--- src/rtl/tone_sequencer.sv ---
// rtl/tone_sequencer.sv - 8-entry note-table square-wave tone sequencer
// Looping at sequence end is compiled in only when SOUNDGEN_LOOP_EN is defined.
module tone_sequencer #(
  parameter int BW       = 8,
  parameter int DUR_BW   = 8,
  parameter int TICK_DIV = 256
) (
  input  logic              clk_i,
  input  logic              rst_i,
  input  logic              start_i,
  input  logic              stop_i,
  input  logic [2:0]        len_m1_i,
  input  logic              loop_i,
  input  logic              wr_en_i,
  input  logic [2:0]        wr_addr_i,
  input  logic [BW-1:0]     wr_period_i,
  input  logic [DUR_BW-1:0] wr_dur_i,
  output logic              tone_o,
  output logic              busy_o,
  output logic [2:0]        note_idx_o,
  output logic              done_o
);

`ifdef SOUNDGEN_LOOP_EN
  localparam bit LOOP_EN = 1'b1;
`else
  localparam bit LOOP_EN = 1'b0;
`endif

  localparam int PW = $clog2(TICK_DIV);

  typedef enum logic [1:0] {S_IDLE, S_LOAD, S_PLAY} state_t;

  state_t            r_state;
  logic [2:0]        r_len;
  logic [2:0]        r_idx;
  logic [BW-1:0]     r_per;
  logic [DUR_BW-1:0] r_dur;
  logic [BW-1:0]     r_hcnt;
  logic [PW-1:0]     r_presc;
  logic              r_tone;
  logic              r_busy;
  logic              r_done;
  logic [BW-1:0]     r_tbl_per [8];
  logic [DUR_BW-1:0] r_tbl_dur [8];

  logic w_tick;
  logic w_note_end;
  logic w_last;

  assign w_tick     = (r_presc == PW'(TICK_DIV - 1));
  assign w_note_end = w_tick && (r_dur == DUR_BW'(1));
  assign w_last     = (r_idx == r_len);

  assign tone_o     = r_tone;
  assign busy_o     = r_busy;
  assign note_idx_o = r_idx;
  assign done_o     = r_done;

  always_ff @(posedge clk_i or posedge rst_i) begin
    if (rst_i) begin
      for (int i = 0; i < 8; i++) begin
        r_tbl_per[i] <= '0;
        r_tbl_dur[i] <= '0;
      end
    end else if (wr_en_i) begin
      r_tbl_per[wr_addr_i] <= wr_period_i;
      r_tbl_dur[wr_addr_i] <= wr_dur_i;
    end
  end

  always_ff @(posedge clk_i or posedge rst_i) begin
    if (rst_i) begin
      r_state <= S_IDLE;
      r_len   <= '0;
      r_idx   <= '0;
      r_per   <= '0;
      r_dur   <= '0;
      r_hcnt  <= '0;
      r_presc <= '0;
      r_tone  <= 1'b0;
      r_busy  <= 1'b0;
      r_done  <= 1'b0;
    end else begin
      r_done <= 1'b0;
      if (stop_i) begin
        r_state <= S_IDLE;
        r_busy  <= 1'b0;
        r_idx   <= '0;
        r_tone  <= 1'b0;
        r_hcnt  <= '0;
        r_presc <= '0;
      end else begin
        case (r_state)
          S_IDLE: begin
            if (start_i) begin
              r_state <= S_LOAD;
              r_busy  <= 1'b1;
              r_len   <= len_m1_i;
              r_idx   <= '0;
            end
          end
          S_LOAD: begin
            r_per   <= r_tbl_per[r_idx];
            r_dur   <= (r_tbl_dur[r_idx] == '0) ? DUR_BW'(1) : r_tbl_dur[r_idx];
            r_hcnt  <= '0;
            r_presc <= '0;
            r_tone  <= 1'b0;
            r_state <= S_PLAY;
          end
          S_PLAY: begin
            // A zero period is a rest: the tone stays low for the whole note.
            if (r_per != '0) begin
              if (r_hcnt == r_per - 1'b1) begin
                r_hcnt <= '0;
                r_tone <= ~r_tone;
              end else begin
                r_hcnt <= r_hcnt + 1'b1;
              end
            end
            if (w_tick) begin
              r_presc <= '0;
              r_dur   <= r_dur - 1'b1;
            end else begin
              r_presc <= r_presc + 1'b1;
            end
            if (w_note_end) begin
              r_tone <= 1'b0;
              r_hcnt <= '0;
              if (!w_last) begin
                r_idx   <= r_idx + 3'd1;
                r_state <= S_LOAD;
              end else if (LOOP_EN && loop_i) begin
                r_idx   <= '0;
                r_state <= S_LOAD;
              end else begin
                r_state <= S_IDLE;
                r_busy  <= 1'b0;
                r_done  <= 1'b1;
              end
            end
          end
          default: begin
            r_state <= S_IDLE;
            r_busy  <= 1'b0;
          end
        endcase
      end
    end
  end

endmodule

--- config.mk ---
export PLATFORM = sky130hd
export DESIGN_NAME = tone_sequencer
export DESIGN_NICKNAME = d
export VERILOG_FILES = /design/src/rtl/tone_sequencer.sv
export SDC_FILE = /design/constraint.sdc
export NUM_CORES = 1
export LEC_CHECK = 0
export CAP_MARGIN = 0
export CORE_ASPECT_RATIO = 2
export CORE_MARGIN = 5
export CORE_UTILIZATION = 40
export CTS_CLUSTER_SIZE = 28
export DETAILED_ROUTE_END_ITERATION = 10
export PLACE_DENSITY = 0.56
export SETUP_SLACK_MARGIN = 0.3
export SLEW_MARGIN = 5
export SYNTH_ARGS = -nofsm -noshare
export SYNTH_HDL_FRONTEND = slang
export SYNTH_SLANG_ARGS = --single-unit
--- constraint.sdc ---
create_clock -name clk_i -period 4.9 [get_ports clk_i]
set_input_delay 0.49 -clock clk_i [delete_from_list [all_inputs] [get_ports clk_i]]
set_output_delay 0.49 -clock clk_i [all_outputs]
set_load 0.05 [all_outputs]
# After elaboration in Yosys (flattened, before gate mapping)
# Cells that the tools add are included.
[classes] n_addsub=5 order_cmp=3 n_eq_ne=14 muxes=45 bitwise_logic=4 n_reduce_logical=16
[ops] operator="bitwise mux 64 bit" count=2
[ops] operator="2-to-1 mux 8 bit" count=13
[ops] operator="binary-select mux 8 bit (select 3 bit)" count=2
[ops] operator="case mux 8 bit (2 select lines)" count=3
[ops] operator="demux 8 bit (select 3 bit)" count=1
[ops] operator="adder 8 x 1 -> 8 bit (second input constant)" count=2
[ops] operator="subtractor 8 x 1 -> 8 bit (second input constant)" count=2
[ops] operator="2-to-1 mux 1 bit" count=13
[ops] operator="2-to-1 mux 3 bit" count=4
[ops] operator="!= test 3 bit (second input constant)" count=4
[ops] operator="AND reduction 3 bit" count=3
[ops] operator="equality test 8 x 1 -> 1 bit (second input constant)" count=1
[ops] operator="equality test 8 bit" count=1
[ops] operator="equality test 8 bit (second input constant)" count=1
[ops] operator=">= comparator 4 bit (second input constant)" count=2
[ops] operator="logical NOT 8 bit" count=1
[ops] operator="!= test 4 bit (second input constant)" count=2
[ops] operator="NOT 3 -> 4 bit" count=2
[ops] operator="AND reduction 4 bit" count=2
[ops] operator="nonzero test 8 bit" count=1
[ops] operator="2-to-1 mux 2 bit" count=3
[ops] operator="case mux 2 bit (3 select lines)" count=1
[ops] operator="case mux 3 bit (2 select lines)" count=1
[ops] operator="AND reduction 2 bit" count=3
[ops] operator="other kinds (13)" count=17
[word_totals] reg_bits=171 out_inout_bits=6

# Logic depth before layout (Yosys ltp)
[depth] ltp_word=7 depth_mapped=9

# Worst setup path after synthesis
# No wires, ideal clock.
[synth_timing] path_type="reg2reg" from="register r_idx[0], in the netlist note_idx_o[0]" to="register r_dur[0]" setup_time_ns=0.082 t_arrival_ns=2.433 required_ns=4.818 setup_slack_ns=2.385 stages_incl_launch_ff=8 period_less_slack_ns=2.515 cell_sequence="dfrtp_1 buf_6 buf_6 mux4_2 mux2i_1 nand4_1 or4_1 a31oi_1"
[synth_between] elab_chain_cells=7
[synth_rtl] element="start, declared" line_no="36" source="logic [2:0] r_idx;"
[synth_rtl] element="start signal, assigned" line_no="131" source="r_idx <= r_idx + 3'd1;"
[synth_rtl] element="NOT 3 -> 4 bit (implied by the code) *" line_no="105" source="r_dur <= (r_tbl_dur[r_idx] == '0) ? DUR_BW'(1) : r_tbl_dur[r_idx];"
[synth_rtl] element="binary-select mux 8 bit (select 3 bit) *" line_no="105"
[synth_rtl] element="2-to-1 mux 8 bit (implied by the code) * (2 in a row)" line_no="105"
[synth_rtl] element="logical NOT 8 bit" line_no="105"
[synth_rtl] element="2-to-1 mux 8 bit *" line_no="105"
[synth_rtl] element="case mux 8 bit (2 select lines) *" line_no="94" source="case (r_state)"
[synth_rtl] element="end signal, assigned" line_no="105"
[synth_rtl] element="end signal, assigned" line_no="123" source="r_dur <= r_dur - 1'b1;"
[synth_rtl] element="end, declared" line_no="38" source="logic [DUR_BW-1:0] r_dur;"
# Mark *: on every way between the ends. The rest lies on a longest branch, timed or not. The select of a mux whose other input is x is not followed.
# A chain may end at the register's enable or synchronous reset.

# Final worst setup path
[layout_timing] from="register r_idx[1], in the netlist note_idx_o[1]" to="output note_idx_o[1]"
[layout_rtl] element="end, declared" line_no="20" source="output logic [2:0] note_idx_o,"
# No word-level cell between the ends.

==> metrics.txt <==
status finished, final reports clean; Startpoint Class register; Least-Margin Pin Slew 1.01 ns; GRT Util Overall 15.8%; DR vias 5079; Final Hold Viols 0; Rows 74; f_max 0.351 GHz; wire length per cell 19.2 um; # clock sinks 171; Yosys Warn Count 0; period utilization 58.1%; initial core utilization 40.3%; H-Tree Depth 4; top cells by area, synth dfrtp_1 52%, mux2_2 18%, mux4_2 8.8%; CP Max Fanout 19; Post-synth EDFFs 0; slowest CP cell dfrtp_1; # DRC 0; CTS Hold Bufs 0; placed insts 893; CP bufs+invs 1; 1st-pass router iterations 4; Die Y 213 um; RSZ-0062 raised after global routing no; GP Congestion 0.789; Initial DRC Count 273; Num CTS Buffers 17; fraction of registers with async set/reset 100%; first-pass GRT wire length 29500 um; FILL cells 1880; worst hold-check path type reg2reg; die area 23700 um^2; port bufs 32; CTS max path bufs 2; WS Path Type reg2out; fraction of layout cells with a size suffix above 1 34.1%; CTS tree yes; core area 20400 um^2; total gr overflow 0; PnR Total Power 4.08 mW; root buffer cell clkbuf_16; Post-CTS Setup Bufs 0; clk_skew 0.00897 ns; ys flop type dfrtp_1; post-synth cell types 59; Layout Nets 680; crit end category output port; Clock Latency Late Sink 0.43 ns; Yosys reg bits 171; crit-path leading delay family flip-flops; Mapped Avg Cell Area 13.4 um^2; total I/O pin count 34; # diodes 0; Sequential Area 4280 um^2; Max-Cap Viols 0; share of the synthesized area in the top cell type 52.2%; LEAKAGE 3.81 nW; antenna viol nets, final 0; minimum clock period 2.85 ns; Die Wd 111 um; CTS clk-pin slew, worst paths 0.06 ns; Post-Syn Nets 647; Total Routed Length 17700 um; sequential cell area fraction in the yosys report 52.2%; vias in the first global route 5692; setup_tns 0 ns; largest net degree at the start of global routing 172; final standard cell area without fillers 9500 um^2; Slowest Stage Delay on Critical Path 0.97 ns; Syn-to-layout area delta 15.8%; worst vdd ir 0.277 mV; cell chain of the critical path clkdlybuf4s50_1; Slew HR 32.5%; fin cells 925; Synth area leader dfrtp_1; Multi-input gate area 3760 um^2; post-synthesis cell area 8210 um^2; Vias/cell 5.49; CTS-repair resized insts 0; PwrDens 429 nW/um^2; post-layout util 46.7%; Pins Over Slew Limit 0; setup violators final 0; WP data required 4.41 ns; DP HPWL 11700 um; synthesized instance count 613; worst endpoint data arrival time 2.36 ns; Placed Area 8860 um^2; initial antenna violation count 0
cell usage after synthesis (all sizes together), types with 2 or more instances:
cell type and n:
nand4 5, a31oi 6, xor2 5, nor2 33, nor3b 5, and2 4, ha 6, nor4 6
nor4b 2, nor2b 5, clkbuf 22, nand2b 10, buf 10, mux2i 15, or3 4, or2 4
dfrtp 171, or4 4, nand4b 3, xnor2 11, o41ai 2, mux4 32, nand3 9, a21oi 18
o21ai 21, nand2 18, mux2 135, a21o 2, nand3b 2, inv 11, nor3 14
flip-flops by register name, summed over array words and instances, names as in the netlist:
register	cells
r_per	8
note_idx_o	3
r_tbl_dur	64
tone_o	1
busy_o	1
r_state	2
r_tbl_per	64
r_dur	8
done_o	1
r_hcnt	8
r_len	3
r_presc	8
where the power goes:
part / internal [mW] / total (mW) / leakage (nW) / switching [mW]
Sequential: 1.71 / 1.91 / 2.09 / 0.199
Clock: 0.909 / 1.46 / 0.317 / 0.553
Combinational: 0.412 / 0.710 / 1.41 / 0.298
layout by cell type (no fill, tap or decap), types with 8 or more instances in the layout:
cell | synthesis | layout
a21oi_1 | 17 | 17
buf_4 | 0 | 13
clkbuf_16 | 0 | 17
clkdlybuf4s50_1 | 0 | 32
dfrtp_1 | 171 | 170
inv_1 | 11 | 10
mux2_2 | 129 | 129
mux2i_1 | 15 | 15
mux4_2 | 32 | 32
nand2_1 | 18 | 18
nand2b_1 | 10 | 10
nand3_1 | 9 | 9
nor2_1 | 33 | 33
nor3_1 | 11 | 8
o21ai_0 | 15 | 15
xnor2_1 | 11 | 11
path summary, 6_finish.rpt:
path                          startpoint            end  slack (ns)  depth (start not counted)
min                        r_tbl_per[56]  r_tbl_per[56]        0.49                          1
max in group asynchronous          rst_i  r_tbl_per[43]        3.48                          3
min reg2reg                r_tbl_per[56]  r_tbl_per[56]        0.49                          1
max                        note_idx_o[1]  note_idx_o[1]        2.05                          1
min in group asynchronous          rst_i       r_len[2]        0.61                          3
max reg2reg                note_idx_o[1]       r_dur[0]        2.26                          5
cells by family after synthesis:
logic type	synth area share [%]
mux	29.1
flops	52.1
simple gates	8.80
compound gates	5.06
buf+inv	2.23
xor+xnor	1.71
fa+ha+maj	0.915
through the flow:
step,worst slack (ns),hold WS [ns]
2_1_floorplan,2.23,0.452
3_3_place_gp,2.26,0.461
3_5_place_dp,2.25,0.475
4_1_cts,2.01,0.490
5_1_grt,1.94,0.512
6_report,2.05,0.488
final cells by class:
type,instances,share of cell area [%]
Clock inverter,10,1.69
Timing Repair Buffer,46,4.61
Inverter,11,0.474
Sequential cell,171,45.0
Tap cell,266,3.50
Clock buffer,22,5.09
Multi-Input combinational cell,399,39.6
per-layer routing:
metal / track usage, % / routed length, um / up-vias
met4: 5.33 / 319 / 0
met1: 17.5 / 7090 / 2662
met5: 0 / 0 / -
met3: 3.36 / 392 / 21
li1: - / - / 2331
met2: 29.9 / 9950 / 65
Note: power is estimated with default switching activity, not from simulation.
